==> config.mk <==
export PLATFORM = sky130hd
export DESIGN_NAME = nw_stream_loader
export DESIGN_NICKNAME = d
export VERILOG_FILES = /design/src/rtl/nw_pkg.sv /design/src/rtl/nw_stream_loader.sv
export SDC_FILE = /design/constraint.sdc
export NUM_CORES = 1
export LEC_CHECK = 0
export CORE_MARGIN = 2
export CORE_UTILIZATION = 43
export DETAILED_ROUTE_END_ITERATION = 10
export HOLD_SLACK_MARGIN = 0.06
export PLACE_DENSITY = 0.76
export SYNTH_ARGS = -nofsm -noshare
export SYNTH_HDL_FRONTEND = slang
export SYNTH_SLANG_ARGS = --single-unit
==> constraint.sdc <==
create_clock -name clk -period 2.15 [get_ports clk]
set_clock_uncertainty 0.05 [all_clocks]
set_input_delay 0.43 -clock clk [delete_from_list [all_inputs] [get_ports clk]]
set_output_delay 0.43 -clock clk [all_outputs]
set_load 0.05 [all_outputs]
==> src/rtl/nw_pkg.sv <==
// nw_pkg: definitions shared by the Needleman-Wunsch loader and grid.
//   nw_loader_state_t : loader FSM state encoding
//   LENGTH/CWIDTH/SWIDTH : default string length, char width, score width
//   MATCH/INDEL/MISMATCH : default scoring constants of the grid
package nw_pkg;

  localparam int LENGTH   = 10;
  localparam int CWIDTH   = 2;
  localparam int SWIDTH   = 16;
  localparam int MATCH    = 1;
  localparam int INDEL    = -1;
  localparam int MISMATCH = -1;

  typedef enum logic [2:0] {
    LOAD_S1 = 3'd0,
    LOAD_S2 = 3'd1,
    FIRE    = 3'd2,
    WAIT    = 3'd3,
    RESULT  = 3'd4
  } nw_loader_state_t;

endpackage

==> src/rtl/nw_stream_loader.sv <==
// nw_stream_loader: serial-to-parallel front end for the Needleman-Wunsch grid.
// Packs a character stream (s1 first, then s2) into grid_s1/grid_s2, pulses
// grid_valid for one cycle, waits for a rising edge of grid_done, captures
// grid_score and offers it on a valid/ready result port. One alignment at a
// time.
//
// Optional build macro NW_LOADER_TIMEOUT_EN adds a watchdog that ends WAIT
// after TIMEOUT cycles with res_score = 0 and res_timeout = 1. Without it,
// res_timeout is tied to 0 and WAIT waits indefinitely.
//
// Ports:
//   clk, rst_n (async, active-low)
//   in_valid/in_ready/in_char     : character stream input
//   grid_s1/grid_s2/grid_valid    : packed strings and start pulse to the grid
//   grid_score/grid_done          : grid result (done may be pulse or level)
//   res_valid/res_ready/res_score/res_timeout : result output
module nw_stream_loader #(
  parameter int LENGTH  = nw_pkg::LENGTH,
  parameter int CWIDTH  = nw_pkg::CWIDTH,
  parameter int SWIDTH  = nw_pkg::SWIDTH,
  parameter int TIMEOUT = 1024
) (
  input  logic                     clk,
  input  logic                     rst_n,
  input  logic                     in_valid,
  output logic                     in_ready,
  input  logic [CWIDTH-1:0]        in_char,
  output logic [LENGTH*CWIDTH-1:0] grid_s1,
  output logic [LENGTH*CWIDTH-1:0] grid_s2,
  output logic                     grid_valid,
  input  logic signed [SWIDTH-1:0] grid_score,
  input  logic                     grid_done,
  output logic                     res_valid,
  input  logic                     res_ready,
  output logic signed [SWIDTH-1:0] res_score,
  output logic                     res_timeout
);

  import nw_pkg::*;

  localparam int IDX_W = (LENGTH > 1) ? $clog2(LENGTH) : 1;
  localparam logic [IDX_W-1:0] IDX_LAST = IDX_W'(LENGTH - 1);

  nw_loader_state_t          state_q, state_d;
  logic [IDX_W-1:0]          idx_q, idx_d;
  logic [LENGTH*CWIDTH-1:0]  s1_q, s1_d;
  logic [LENGTH*CWIDTH-1:0]  s2_q, s2_d;
  logic signed [SWIDTH-1:0]  score_q, score_d;
  logic                      done_q;
  logic                      accept;
  logic                      done_rise;

`ifdef NW_LOADER_TIMEOUT_EN
  localparam int TO_W = (TIMEOUT > 1) ? $clog2(TIMEOUT) : 1;
  localparam logic [TO_W-1:0] TO_LAST = TO_W'(TIMEOUT - 1);

  logic [TO_W-1:0] wd_q, wd_d;
  logic            tout_q, tout_d;
  logic            wd_hit;

  // Counter is cleared while in FIRE so it reads 0 on the first WAIT cycle.
  always_comb begin
    wd_d = wd_q;
    if (state_q == FIRE) begin
      wd_d = '0;
    end else if (state_q == WAIT) begin
      wd_d = wd_q + 1'b1;
    end
  end

  assign wd_hit = (state_q == WAIT) && (wd_q == TO_LAST);

  always_ff @(posedge clk or negedge rst_n) begin
    if (!rst_n) begin
      wd_q   <= '0;
      tout_q <= 1'b0;
    end else begin
      wd_q   <= wd_d;
      tout_q <= tout_d;
    end
  end

  assign res_timeout = tout_q;
`else
  // No watchdog: TIMEOUT has no effect, the expression is constant 0.
  assign res_timeout = (TIMEOUT < 0);
`endif

  assign in_ready   = (state_q == LOAD_S1) || (state_q == LOAD_S2);
  assign grid_valid = (state_q == FIRE);
  assign res_valid  = (state_q == RESULT);
  assign grid_s1    = s1_q;
  assign grid_s2    = s2_q;
  assign res_score  = score_q;

  assign accept    = in_valid && in_ready;
  // Edge detect, so a done level left over from the previous run is ignored.
  assign done_rise = grid_done && !done_q;

  always_comb begin
    state_d = state_q;
    idx_d   = idx_q;
    s1_d    = s1_q;
    s2_d    = s2_q;
    score_d = score_q;
`ifdef NW_LOADER_TIMEOUT_EN
    tout_d  = tout_q;
`endif
    case (state_q)
      LOAD_S1: begin
        if (accept) begin
          s1_d[idx_q*CWIDTH +: CWIDTH] = in_char;
          if (idx_q == IDX_LAST) begin
            idx_d   = '0;
            state_d = LOAD_S2;
          end else begin
            idx_d = idx_q + 1'b1;
          end
        end
      end
      LOAD_S2: begin
        if (accept) begin
          s2_d[idx_q*CWIDTH +: CWIDTH] = in_char;
          if (idx_q == IDX_LAST) begin
            idx_d   = '0;
            state_d = FIRE;
          end else begin
            idx_d = idx_q + 1'b1;
          end
        end
      end
      FIRE: begin
        state_d = WAIT;
      end
      WAIT: begin
        // A done edge takes priority over a watchdog expiry in the same cycle.
        if (done_rise) begin
          score_d = grid_score;
`ifdef NW_LOADER_TIMEOUT_EN
          tout_d  = 1'b0;
`endif
          state_d = RESULT;
        end
`ifdef NW_LOADER_TIMEOUT_EN
        else if (wd_hit) begin
          score_d = '0;
          tout_d  = 1'b1;
          state_d = RESULT;
        end
`endif
      end
      RESULT: begin
        if (res_ready) begin
          state_d = LOAD_S1;
        end
      end
      default: begin
        state_d = LOAD_S1;
      end
    endcase
  end

  always_ff @(posedge clk or negedge rst_n) begin
    if (!rst_n) begin
      state_q <= LOAD_S1;
      idx_q   <= '0;
      s1_q    <= '0;
      s2_q    <= '0;
      score_q <= '0;
      done_q  <= 1'b0;
    end else begin
      state_q <= state_d;
      idx_q   <= idx_d;
      s1_q    <= s1_d;
      s2_q    <= s2_d;
      score_q <= score_d;
      done_q  <= grid_done;
    end
  end

endmodule

==> results.md <==
- Status: finished clean
- Main combinational cell family by area after synthesis: multiplexers
- Worst slack, placed: -0.120 ns
- Post-synth net total: 245
- Syn avg cell area: 13.5 sq um
- Mux share of post-synthesis cell area: 0.219
- Worst hold path type: register to register
- Worst r2r path cells: 6
- Grt met2 use: 0.308
- RSZ-0062 raised after global routing: no
- Synth Area in Adders: 0.0213
- Required time of the critical path: approximately 2.3 ns
- Most common library cells after synthesis: dfrtp_1, mux2_2, nand4_1, nor2_1, nand2_1
- Final setup viols: 0
- Gr usage total: 0.185
- Clk buf depth: 2
- Instance count of the mapped netlist: 217
- Sw frac: 0.455
- Worst-Margin Slew: between 0.5 and 0.6 ns
- Routed WL: about 6300 um
- DRC viols: 0
- Reg clk slew, reported paths: about 0.070 ns
- Critical hold path startpoint: grid_s1[17]$_DFFE_PN0P_
- Leakage: 1.91 nW
- Seq/Total Area, Yosys: 0.546
- Routability Congestion: between 0.7 and 0.8
- Final nets: approximately 350
- Num ports: between 80 and 90
- Power Internal: 3.46 mW
- Number of fill cells: 554
- Clock network fraction of design power: 0.161
- Worst reg2reg endpoint: grid_s1[11]$_DFFE_PN0P_
- IO Port Bufs: 81
- Area growth from synthesis to layout: 41.0%
- Post-CTS Repair Setup Buffers: 0
- Flops & latches, synth: 64
- Vias/cell: 5.22
- Initial antenna violation count: 0
- Clk Latency, worst-skew pair: between 0.3 and 0.4 ns
- Slew Viols, Final: 0
- Met1 usage: 0.220
- Post-synth top flop: dfrtp_1
- Fmax: 488 MHz
- Detailed placer's ending HPWL: ~4700 um
- Full die area: ~0.0075 sq mm
- Global-route wire length before repair: between 10000 and 15000 um
- Max Cap Violations: 0
- FFs w/ async S/R, synth: 1.00
- DR vias: 2104
- Combinational share of power: 0.555
- XOR/XNOR share of the synthesized area: 0.00597
- CTS tree: done
- Period Utilization, post-route: 0.954
- Crit-path max FO: 8
- Met3 Use GR: 0.0381
- Crit. End Element: register
- Hold EP: grid_s1[17]$_DFFE_PN0P_
- Number of iterations in the first detailed-routing pass: 4
- NetSw: around 2.9 mW
- CP Launch Type: register
- Top cells by area, synth: dfrtp_1, mux2_2, nand4_1
- FP Rows: 30
- Total grt overflow: 0
- Core area: 0.00668 sq mm
- Synth unique cells: 39
- Post-synth top area share: 0.546
- Die height: 86.6 um
- Starting DRC count in detailed routing: 112
- Final Hold Viols: 0
- Post-DRT Antenna Nets: 0
- Mapped cell area: 0.00293 sq mm
- Crit path DAT: 2.23 ns
- Peak VDD IR: 0.000785 V
- Most common cell in the netlist: dfrtp_1
- Reg2Reg Setup Slack: 0.1 ns
- Layout cells sized above 1: 0.334
- Top cell type by total area after synthesis: dfrtp_1
- Pwr dens: between 1500 and 2000 mW/mm^2
- Yosys warns: 0
- Compound-Gate Fraction of Synth Area: 0.0333
- Vias in the first global route: between 2000 and 2500
- EDFF count, synth: 0
- Flop pwr share: 0.284
- Final antenna diode count: 0
- Simple-gate share of the synthesized area: 0.140
- H-Tree Level Count: 3
- Setup TNS: 0 ns
- WHS Path Cells: 1
- Initial Util: 0.439
- Post-DR wirelength/cell: 15.7 um
- Relative slew margins: 0.634
- Clk sink count: 64
- Worst setup path class: register to register
- Chip width: 86.6 um
- Setup ws final: 0.0989 ns
- CTS Buf Count: 9
- Tmin final: 2.05 ns
- Largest net degree at the start of global routing: between 40 and 50
- Root Buffer: clkbuf_8
- Busiest grt layer: met2
- Worst r2r src: idx_q[0]$_DFFE_PN0P_
-- worst max-delay path, cell delays in order, from the launching register on --
cell     delay (ns)
dfrtp_1        0.39
inv_1          0.09
ha_2           0.22
or2b_2         0.32
a21oi_4        0.28
and2_1         0.23
mux2_2         0.35
-- placed cells by master, fill, tap and decap left out, types with 2 or more instances in the layout --
cell type,count
buf_12,3
mux2_1,2
inv_1,7
clkbuf_8,10
mux2_2,55
and3_1,6
nor3b_2,2
buf_4,16
a21o_1,2
ha_1,4
nand3_1,5
o21ai_0,2
nor3_2,2
or2b_2,3
nand4_1,12
nand3b_1,2
nor2b_1,3
nor2_8,2
dfrtp_1,63
nor2_1,8
nand4b_1,2
clkdlybuf4s50_1,77
nor2_2,2
and2_1,3
nand2_1,8
clkinv_2,2
-- power groups by stage --
stage	Combinational [mW]	Sequential, mW	Clock (mW)
2_1_floorplan	1.23	2.93	0
3_3_place_gp	3.46	1.82	0
3_5_place_dp	3.51	1.83	0
4_1_cts	3.53	1.81	1.05
5_1_grt	3.73	1.86	1.11
6_report	3.53	1.81	1.02
-- cell type report --
type                       instances  area, sq um  area share
multi-input combinational        138         1240       0.300
timing repair buffer              98          966       0.234
inverter                           7         26.3     0.00635
clock inverter                     5         56.3      0.0136
clock buffer                      11          141      0.0342
tap                               80          100      0.0242
sequential                        64         1600       0.388
-- how the worst max path moves through the flow --
stage                                    start                 endpoint  depth (start not counted)  slack (ns)
after global routing      idx_q[1]$_DFFE_PN0P_  grid_s1[17]$_DFFE_PN0P_                          6        0.03
final                     idx_q[0]$_DFFE_PN0P_  grid_s1[11]$_DFFE_PN0P_                          6         0.1
after global placement                in_valid  grid_s1[17]$_DFFE_PN0P_                          6       -0.09
after floorplan           idx_q[0]$_DFFE_PN0P_   grid_s1[0]$_DFFE_PN0P_                          8        0.05
after CTS                 idx_q[1]$_DFFE_PN0P_  grid_s1[17]$_DFFE_PN0P_                          6        0.03
after detailed placement              in_valid  grid_s1[12]$_DFFE_PN0P_                          6       -0.12
-- registers in the layout, summed over array words and instances, names as in the netlist --
name       count
grid_s1       20
state_q        3
res_score     16
done_q         1
idx_q          4
grid_s2       20
-- metal layers --
| layer | vias to the layer above | wire (um) |
|---|---|---|
| li1 | 976 | - |
| met3 | 12 | 249 |
| met2 | 49 | 3270 |
| met1 | 1067 | 2650 |
| met4 | 0 | 174 |
| met5 | - | 0 |
-- cell families after synthesis --
logic type / count (synthesis)
AOI/OAI and AO/OA: 10
xor gates and xnor gates: 2
adders and majority gates: 5
buffers and inverters: 15
DFF: 64
muxes: 57
other: 1
and+or+nand+nor: 63
-- stage by stage --
step | cell area [sq um] | util | power, mW | instances | hold slack [ns]
after global placement | 3920 | 0.587 | 5.28 | 386 | 0.373
after floorplan | 2940 | - | 4.16 | 217 | 0.0844
after CTS | 4130 | 0.618 | 6.40 | 403 | 0.456
final | 4140 | 0.619 | 6.36 | 403 | 0.451
after detailed placement | 3920 | 0.587 | 5.34 | 386 | 0.372
after global routing | 4140 | 0.619 | 6.70 | 403 | 0.469
-- what timing repair did --
item	4_1_cts	5_1_grt
pin swaps	0	3
endpoints found under the hold margin	20	0
hold buffers	1	0
setup endpoints to repair	6	19
resized for setup	1	2
gates cloned	0	0
(Power assumes the default switching activity.)
